## src/rtl/clk_en_if.sv

```systemverilog
// rtl/clk_en_if.sv - run/divisor control inputs and strobe/waveform outputs of clk_en_gen
interface clk_en_if #(
  parameter int NUM_CH = 4,
  parameter int DIV_W  = 16
);
  logic                    i_enable;
  logic [NUM_CH*DIV_W-1:0] i_div;
  logic [NUM_CH-1:0]       i_div_load;
  logic [NUM_CH-1:0]       o_tick;
  logic [NUM_CH-1:0]       o_toggle;
  logic                    o_locked;

  modport master (
    output i_enable, i_div, i_div_load,
    input  o_tick, o_toggle, o_locked
  );

  modport slave (
    input  i_enable, i_div, i_div_load,
    output o_tick, o_toggle, o_locked
  );
endinterface

```

## src/rtl/clk_en_gen.sv

```systemverilog
// rtl/clk_en_gen.sv - multi-channel clock-enable generator with lock sequencer
// Divisor reloads are deferred to period boundaries so no period is ever truncated or stretched.
module clk_en_gen #(
  parameter int NUM_CH      = 4,
  parameter int DIV_W       = 16,
  parameter int DEF_DIV     = 1,
  parameter int LOCK_CYCLES = 16
) (
  input  logic     i_clk,
  input  logic     i_reset_n,
  clk_en_if.slave  bus
);
  localparam int LC_W = $clog2(LOCK_CYCLES + 1);

  logic [LC_W-1:0]   r_lock_cnt;
  logic              r_locked;
  logic [DIV_W-1:0]  r_cnt  [NUM_CH];
  logic [DIV_W-1:0]  r_div  [NUM_CH];
  logic [DIV_W-1:0]  r_pend [NUM_CH];
  logic [NUM_CH-1:0] r_pend_vld;
  logic [NUM_CH-1:0] r_tick;
  logic [NUM_CH-1:0] r_toggle;

  logic              w_run;
  logic [NUM_CH-1:0] w_act;
  logic [NUM_CH-1:0] w_last;
  logic [NUM_CH-1:0] w_bnd;

  always_comb begin
    w_run  = r_locked & bus.i_enable;
    w_act  = '0;
    w_last = '0;
    w_bnd  = '0;
    for (int c = 0; c < NUM_CH; c++) begin
      w_act[c]  = w_run & (r_div[c] != '0);
      w_last[c] = (r_cnt[c] == r_div[c] - DIV_W'(1));
      // An idle channel is always at a boundary, so loads apply immediately.
      w_bnd[c]  = w_last[c] | ~w_act[c];
    end
  end

  always_ff @(posedge i_clk) begin
    if (!i_reset_n) begin
      r_lock_cnt <= '0;
      r_locked   <= 1'b0;
      r_pend_vld <= '0;
      r_tick     <= '0;
      r_toggle   <= '0;
      for (int c = 0; c < NUM_CH; c++) begin
        r_cnt[c]  <= '0;
        r_div[c]  <= DIV_W'(DEF_DIV);
        r_pend[c] <= '0;
      end
    end else begin
      if (r_lock_cnt != LC_W'(LOCK_CYCLES))
        r_lock_cnt <= r_lock_cnt + LC_W'(1);
      if (r_lock_cnt == LC_W'(LOCK_CYCLES - 1))
        r_locked <= 1'b1;

      for (int c = 0; c < NUM_CH; c++) begin
        if (w_act[c]) begin
          r_cnt[c]    <= w_last[c] ? '0 : r_cnt[c] + DIV_W'(1);
          r_tick[c]   <= w_last[c];
          r_toggle[c] <= (r_cnt[c] < (r_div[c] >> 1));
        end else begin
          r_cnt[c]    <= '0;
          r_tick[c]   <= 1'b0;
          r_toggle[c] <= 1'b0;
        end

        if (bus.i_div_load[c]) begin
          if (w_bnd[c]) begin
            r_div[c]      <= bus.i_div[c*DIV_W +: DIV_W];
            r_pend_vld[c] <= 1'b0;
          end else begin
            r_pend[c]     <= bus.i_div[c*DIV_W +: DIV_W];
            r_pend_vld[c] <= 1'b1;
          end
        end else if (r_pend_vld[c] && w_bnd[c]) begin
          r_div[c]      <= r_pend[c];
          r_pend_vld[c] <= 1'b0;
        end
      end
    end
  end

  assign bus.o_tick   = r_tick;
  assign bus.o_toggle = r_toggle;
  assign bus.o_locked = r_locked;
endmodule

```

## src/flat_wrapper.sv

```systemverilog
// flat-port wrapper written by rule: the top's interface ports become plain ports
module clk_en_gen_flat 
#(
  parameter int NUM_CH      = 4,
  parameter int DIV_W       = 16,
  parameter int DEF_DIV     = 1,
  parameter int LOCK_CYCLES = 16
)
  (i_clk, i_reset_n, bus_i_enable, bus_i_div, bus_i_div_load, bus_o_tick, bus_o_toggle, bus_o_locked);
  clk_en_if #(.NUM_CH(NUM_CH), .DIV_W(DIV_W)) bus_i ();
  input  logic i_clk;
  input  logic i_reset_n;
  input wire logic [$bits(bus_i.i_enable)-1:0] bus_i_enable;
  input wire logic [$bits(bus_i.i_div)-1:0] bus_i_div;
  input wire logic [$bits(bus_i.i_div_load)-1:0] bus_i_div_load;
  output wire logic [$bits(bus_i.o_tick)-1:0] bus_o_tick;
  output wire logic [$bits(bus_i.o_toggle)-1:0] bus_o_toggle;
  output wire logic [$bits(bus_i.o_locked)-1:0] bus_o_locked;
  assign bus_i.i_enable = bus_i_enable;
  assign bus_i.i_div = bus_i_div;
  assign bus_i.i_div_load = bus_i_div_load;
  assign bus_o_tick = bus_i.o_tick;
  assign bus_o_toggle = bus_i.o_toggle;
  assign bus_o_locked = bus_i.o_locked;
  clk_en_gen #(.NUM_CH(NUM_CH), .DIV_W(DIV_W), .DEF_DIV(DEF_DIV), .LOCK_CYCLES(LOCK_CYCLES)) u_core (.i_clk(i_clk), .i_reset_n(i_reset_n), .bus(bus_i));
endmodule
```

## config.mk

```make
export PLATFORM = sky130hd
export DESIGN_NAME = clk_en_gen_flat
export DESIGN_NICKNAME = d
export VERILOG_FILES = /design/src/rtl/clk_en_if.sv /design/src/rtl/clk_en_gen.sv /design/src/flat_wrapper.sv
export SDC_FILE = /design/constraint.sdc
export NUM_CORES = 1
export LEC_CHECK = 0
export BUFFER_PORTS_ARGS = -buffer_cell sky130_fd_sc_hd__buf_4
export CORE_MARGIN = 2
export CORE_UTILIZATION = 60
export CTS_CLUSTER_SIZE = 14
export DETAILED_ROUTE_END_ITERATION = 12
export HOLD_SLACK_MARGIN = 0.1
export PLACE_DENSITY = 0.76
export SLEW_MARGIN = 10
export SYNTH_ARGS = -nofsm -noshare
export SYNTH_HDL_FRONTEND = slang
export SYNTH_SLANG_ARGS = --single-unit
```

## constraint.sdc

```tcl
create_clock -name i_clk -period 11 [get_ports i_clk]
set_input_delay 2.2 -clock i_clk [delete_from_list [all_inputs] [get_ports i_clk]]
set_output_delay 2.2 -clock i_clk [all_outputs]
set_load 0.01 [all_outputs]
```

# ---- Word level (Yosys, flattened, before mapping)
# Memories as Yosys holds them, arrays and structs flattened.
# Index checks and enable logic that the tools add are counted.
# W data, S select, Z words.
dict set report classes {
  addsub 9
  order_cmp 4
  n_eq_ne 6
  n_mux 105
  n_bitwise 33
  reduce_logical 16
}
# operator count
set op_table {}
lappend op_table {{$mux W16} 24}
lappend op_table {{$mux W1} 81}
lappend op_table {{$add A16 B1 Y16 const B} 4}
lappend op_table {{$eq A16 B16 Y1} 4}
lappend op_table {{$lt A16 B15 Y1} 4}
lappend op_table {{$reduce_bool A16 Y1} 4}
lappend op_table {{$sub A16 B1 Y16 const B} 4}
lappend op_table {{$or A1 B1 Y1} 24}
lappend op_table {{$reduce_and A2 Y1} 4}
lappend op_table {{$reduce_bool A2 Y1} 4}
lappend op_table {{$add A5 B1 Y5 const B} 1}
lappend op_table {{$and A1 B1 Y1} 5}
lappend op_table {{$eq A5 B4 Y1 const B} 1}
lappend op_table {{$ne A5 B5 Y1 const B} 1}
lappend op_table {{$logic_and A1 B1 Y1} 4}
lappend op_table {{$not A1 Y1} 4}
dict set report totals {
  regBits 18
  ramBits 192
  n_memories 3
}
# memory words width rd rd_clocked_by_memory_dff wr line
set memory_table {}
lappend memory_table {u_core.r_cnt 4 16 4 0 4 clk_en_gen.sv:17} ;# logic [DIV_W-1:0] r_cnt [NUM_CH];
lappend memory_table {u_core.r_div 4 16 4 0 4 clk_en_gen.sv:18} ;# logic [DIV_W-1:0] r_div [NUM_CH];
lappend memory_table {u_core.r_pend 4 16 4 0 4 clk_en_gen.sv:19} ;# logic [DIV_W-1:0] r_pend [NUM_CH];

# ---- Logic depth before layout (Yosys ltp)
# Gate-level depths: netlist (run 1).
dict set report logic_depth {
  depth_word 10
  depth_mapped 12
  depth_no_buf 9
}

# ---- Worst setup path before layout (run 1)
# OpenSTA, ideal clock, no wires.
dict set report synth_timing {
  path_kind {input port to flip-flop}
  from {input port bus_i_enable}
  to {memory u_core.r_div[0][0], enable pin}
  arrival_ns 4.190
  required_ns 10.586
  path_slack_ns 6.397
  path_stages 5
  path_buffers 0
  path_cell_list {nand2_1 -> a41oi_1 -> and2_1 -> o21ai_1 -> a21boi_0}
}
# item line
set synth_lines {}
lappend synth_lines {{start, declared} flat_wrapper.sv:13} ;# input wire logic [$bits(bus_i.i_enable)-1:0] bus_i_enable;
lappend synth_lines {{end, declared} clk_en_gen.sv:18}

==> metrics, run 1 <==
per-cell routed wire length about 16 µm; CP Launch Type input port; Syn Inst Count between 1,000 and 1,500; Slew headroom 0.302; Final Power between 1.5 and 2 mW; Main synth FF type edfxtp_1; worst min path class reg2reg; Placement Cell Area between 10,000 and 15,000 µm²; Slew @ Worst Pin between 1 and 1.5 ns; Yosys warning total 0; power per cell area 128 nW/µm²; flops & latches, synth between 200 and 250; Detail Route Antenna Nets 0; post-place setup slack 6.41 ns; TritonCTS clock tree yes; critical path class in2reg; Root Buffer clkbuf_16; initial antenna violation count 0; Fmax around 0.24 GHz; routed vias/inst roughly 5.9; Final Critical Period 4.09 ns; setup bufs post-CTS 0; mapped cell area approximately 13,000 µm²; fin area approximately 15,000 µm²; Max-Cap Viols 0; peak supply drop between 100 and 150 µV; DRC viols 0; sequential area share after synthesis 0.460; Reg clk slew, reported paths roughly 0.06 ns; part of the cycle the worst path needs 0.372; Synth-to-Final Area Change 12.8%; io pins 80; grt total ovfl 0; Die X roughly 150 µm; CTS H-tree depth 1; Initial Util 0.610; RR Endpoint u_core.r_pend[3][15]; worst-case clock buffer depth 3; First-pass DRT Iterations 5; RSZ-0062 raised after global routing no; Critical Path RT 11.32 ns; final worst-path setup slack a little under 7 ns; final hold viol count 0; R2R depth 7; Synth area leaders edfxtp_1, ha_1, xnor2_1; Inserted Clock Buffers 23; share of layout cells above drive strength 1 0.110; Synth cell types 80; most frequent cell after synthesis edfxtp_1; die area ~23,000 µm²; Fill cells approximately 1,700; Crit Path Max Fanout 22; latest clock arrival within the worst-skew pair ~0.5 ns; Worst Clk Skew between 0.02 and 0.025 ns; largest area contributor in the netlist edfxtp_1; Critical R2R Launch u_core.r_div[3][2]; leakage power between 5 and 6 nW; outcome finished, final reports clean; Routed WL about 28,000 µm; Post-synth EDFFs around 190; TNS Setup 0 ns; Die H between 150 and 200 µm; hold_buf cts 0; Hold Crit Depth 2; Via Count between 10,000 and 15,000; Syn Area/Cell 9.93 µm²; largest net degree at the start of global routing 58; max-slew violation count 0; gpl congestion ~0.88; DR iter-0 viols between 700 and 800; asr flop ratio synth 0; final setup violation count 0; Synth top cells by count edfxtp_1, nand2_1, nor2_1; Core Area roughly 22,000 µm²; top cell type's share of synthesized area 0.433; overall routing resource usage 0.240; row count 54; total clock sinks 210; FF-to-FF setup slack slightly above 7 ns; hold endpoint u_core.r_pend_vld[2]; dpl hpwl a little over 20,000 µm; n_diodes 0; number of global-route vias before repair about 10,000; post-cts resize count 0; Worst setup EP type flop; Port Buf Inserts between 70 and 80; Hold Crit Start u_core.r_pend_vld[2]; Worst EP arrival between 4 and 5 ns; global-route wire length before repair roughly 47,000 µm; Layout Nets 1,589
-- routing by layer --
metal | wire length, µm | vias up | share of wire | GRT usage
met5 | 0 | - | 0 | 0
met2 | 13900 | 239 | 0.49 | 0.413
met3 | 1150 | 48 | 0.041 | 0.0278
li1 | - | 5094 | - | -
met1 | 12600 | 4873 | 0.45 | 0.324
met4 | 663 | 0 | 0.023 | 0.0661
-- final cells by class --
cell class                 instances  area (µm²)  share of cell area
timing repair buffer              93         698              0.0465
tap                              280         350              0.0233
clock buffer                      31         616              0.0410
inverter                          77         289              0.0193
clock inverter                    10         126             0.00842
multi-input combinational       1046        6810               0.453
sequential                       210        6130               0.408
-- worst max-delay path by stage --
stage,depth (start not counted),startpoint,end,slack [ns]
final,6,bus_i_enable,u_core.r_cnt[3][4],6.91
after global routing,6,bus_i_enable,u_core.r_cnt[3][4],6.73
after floorplan,5,bus_i_enable,u_core.r_div[0][0],6.40
after detailed placement,6,bus_i_enable,u_core.r_cnt[3][4],6.41
after CTS,6,bus_i_enable,u_core.r_cnt[3][4],6.93
after global placement,6,bus_i_enable,u_core.r_cnt[3][8],6.54
-- placed cells by master, fill, tap and decap left out, drive strengths merged, types with 30 or more instances in the layout --
| master | synthesis | final |
|---|---|---|
| nand3 | 52 | 52 |
| xnor2 | 68 | 68 |
| nor2 | 119 | 119 |
| xor2 | 66 | 66 |
| and3 | 40 | 40 |
| inv | 77 | 77 |
| nand2 | 124 | 124 |
| nor3 | 101 | 101 |
| o21ai | 30 | 30 |
| edfxtp | 192 | 192 |
| clkbuf | 53 | 31 |
| conb | 1 | 64 |
| buf | 15 | 93 |
| ha | 67 | 67 |
-- where the power goes --
part | leakage [nW] | total [mW] | internal, mW | switching (mW)
registers | 2.16 | 0.950 | 0.906 | 0.0432
clock network | 0.356 | 0.763 | 0.462 | 0.302
logic | 3.16 | 0.213 | 0.0959 | 0.117
-- state kept, by name, summed over array words and instances, names as in the netlist --
signal and flops:
u_core.r_cnt 64, u_core.r_div 64, u_core.bus.o_toggle 4, u_core.bus.o_tick 4, u_core.r_lock_cnt 5, u_core.r_pend 64
u_core.r_pend_vld 4, u_core.bus.o_locked 1
-- per-stage QoR --
| stage | std cells | utilization | hold slack (ns) |
|---|---|---|---|
| after floorplan | 1403 | - | 0.455 |
| after global placement | 1706 | 0.654 | 0.475 |
| after detailed placement | 1706 | 0.654 | 0.490 |
| after CTS | 1747 | 0.688 | 0.506 |
| after global routing | 1747 | 0.688 | 0.533 |
| final | 1747 | 0.688 | 0.503 |
-- worst max-delay path, cell delays in order --
cell     delay, ns
buf_4         0.10
nand2_1       0.20
nor2_2        0.80
nand2_1       0.49
buf_4         0.36
nor3_1        0.25
-- cell families after synthesis --
kind of cell	Yosys count	share of synthesized area
AND/OR/NAND/NOR	562	0.213
XOR/XNOR	134	0.0882
adder cells (fa/ha/maj)	67	0.0630
buffers and inverters	147	0.0465
flip-flops	210	0.460
AO/OA/AOI/OAI	215	0.125
other	1	0.000282
multiplexers	4	0.00301
Power figures use the tool's default switching activity.
==> run 2, diff against run 1 <==
Clock period 11 ns to 4.09 ns, I/O delays scaled along.
==> metrics, run 2 (same netlist as run 1, synthesis figures left out) <==
Die X 153 µm (unchanged); max-slew violation count 0 (unchanged); largest net degree at the start of global routing 35 (-40%); dpl hpwl 20,900 µm (+0.54%); initial antenna violation count 0 (unchanged); power per cell area 342 nW/µm² (+170%); Layout Nets 1,594 (+0.31%); Regs by FF count u_core.r_cnt x64, u_core.r_div x64, u_core.r_pend x64; worst hold margin 0.502 ns (-0.000919 ns); DR iter-0 viols 683 (-12%); switching fraction of total power 0.245 (+0.00509); Psw 1.26 mW (+170%); Sequential Power Share 0.495 (+0.002); WP buf/inv 1 (-1); internal power 3.89 mW (+170%); Final Critical Period between 3 and 4 ns; TNS Setup 0 ns (unchanged); overall routing resource usage 0.243 (+0.00258); Crit path max-delay family simple AND/OR/NAND/NOR gates; leakage power 5.71 nW (+0.49%); Core Area 21,800 µm² (unchanged); Synth-to-Final Area Change 13.1%; final setup violation count 0 (unchanged); delay of the slowest critical-path stage 0.62 ns (-0.18 ns); Critical Path RT 4.29 ns (-7.03 ns); fin area 15,100 µm² (+0.28%); leading cell types in the layout, fill and taps excluded edfxtp_1, nand2_1, nor2_1; routed vias/inst 5.87 (about the same); grt total ovfl 0 (unchanged); DRC viols 0 (unchanged); Via Count 10,300 (+0.33%); Routed WL 28,400 µm (+0.64%); Placement Cell Area 14,300 µm² (+0.30%); post-place setup slack 0.636 ns (-5.77 ns); dpl cells 1,710 (+0.23%); post-route insts no fill 1,752 (+0.29%); Critical R2R Launch u_core.r_div[3][2]; Slew headroom 0.277 (-0.0244); worst-case clock buffer depth 3 (unchanged); Reg clk slew, reported paths 0.06 ns (about the same); Die H 153 µm (unchanged); total clock sinks 210 (unchanged); Slew @ Worst Pin 1.08 ns (+0.0365 ns); n_diodes 0 (unchanged); number of global-route vias before repair 9,960 (-0.060%); critical path class reg2reg; Worst EP arrival 3.70 ns (-0.72 ns); Fmax about 0.29 GHz; First-pass DRT Iterations 5 (unchanged); TritonCTS clock tree yes; final hold viol count 0 (unchanged); share of layout cells above drive strength 1 0.116 (+0.00574); post-cts resize count 0 (unchanged); die area 23,400 µm² (unchanged); Inserted Clock Buffers 24 (+4.3%); row count 54 (unchanged); RSZ-0062 raised after global routing no; Hold Crit Start u_core.r_pend_vld[2]; hold_buf cts 0 (unchanged); outcome finished, final reports clean; io pins 80 (unchanged); part of the cycle the worst path needs 0.856; setup bufs post-CTS 0 (unchanged); latest clock arrival within the worst-skew pair 0.51 ns (about the same); Worst setup EP type flop; worst min path class reg2reg; CP Launch Point u_core.r_div[3][2]; Crit Path Max Fanout 20 (-9.1%); gpl congestion 0.899 (+1.9%); Initial Util 0.610 (unchanged); per-cell routed wire length 16.2 µm (+0.36%); slowest stage cell, crit path or4_4; Worst Clk Skew 0.00764 ns (-0.0156 ns); Layout Utilization 0.690 (+0.00189); commonest non-fill, non-tap cell in the layout edfxtp_1; peak supply drop 338 µV (+220%); Logic pwr share 0.113 (+0.002); Root Buffer clkbuf_16; Final Power 5.16 mW (+170%); CP Launch Type flop; Port Buf Inserts 79 (unchanged); Detail Route Antenna Nets 0 (unchanged); critical-path cell list or3_1, or4_1, o311a_1, a211oi_2, o2111ai_1, or4_4, a22oi_1, buf_4; Max-Cap Viols 0 (unchanged); global-route wire length before repair 48,000 µm (+1.2%); final worst-path setup slack 0.588 ns (-6.32 ns); Clk pwr share 0.392 (-0.004); CTS H-tree depth 1 (unchanged)
-- run 2: cell types whose count changed in the layout (fill, tap and decap cells not counted), sizes merged --
cell / before / now
clkinv: 6 / 7
clkbuf: 31 / 32
buf: 93 / 97
bufinv: 3 / 1
clkinvlp: 1 / 2
-- run 2: final timing paths --
kind / endpoint / cells after the start / slack [ns]
hold / removal: u_core.r_pend_vld[2] / 2 / 0.50
setup / recovery: u_core.r_div[3][10] / 8 / 0.59
hold reg to reg: u_core.r_pend_vld[2] / 2 / 0.50
setup reg to reg: u_core.r_div[3][10] / 8 / 0.59
-- run 2: cell type report --
class | count | area [µm²]
Multi-Input combinational cell | 1046 | 6810
Fill cell | 1677 | 6770
Sequential cell | 210 | 6130
Timing Repair Buffer | 97 | 741
Clock buffer | 32 | 662
Tap cell | 280 | 350
Inverter | 77 | 289
Clock inverter | 10 | 78.8
-- run 2: per-layer routing --
layer,track usage,vias up,wire length [µm],part of all wire
met5,0,-,0,0
met3,0.0335,60,1280,0.045
met1,0.327,4863,12700,0.45
li1,-,5101,-,-
met4,0.0688,0,656,0.023
met2,0.413,264,13800,0.48
-- run 2: power by group through the flow --
stage | Sequential [mW] | Clock, mW | Combinational, mW
final | 2.55 | 2.02 | 0.583
after global routing | 2.57 | 2.15 | 0.656
after CTS | 2.55 | 2.05 | 0.579
after detailed placement | 2.59 | 0 | 0.574
after global placement | 2.59 | 0 | 0.560
after floorplan | 2.55 | 0 | 0.436
-- run 2: worst register-to-register path, cell delays in order, from the launching register on --
cell and delay [ns]:
edfxtp_1 0.49, or3_1 0.54, or4_1 0.56, o311a_1 0.14, a211oi_2 0.21, o2111ai_1 0.13
or4_4 0.62, a22oi_1 0.24, buf_4 0.27
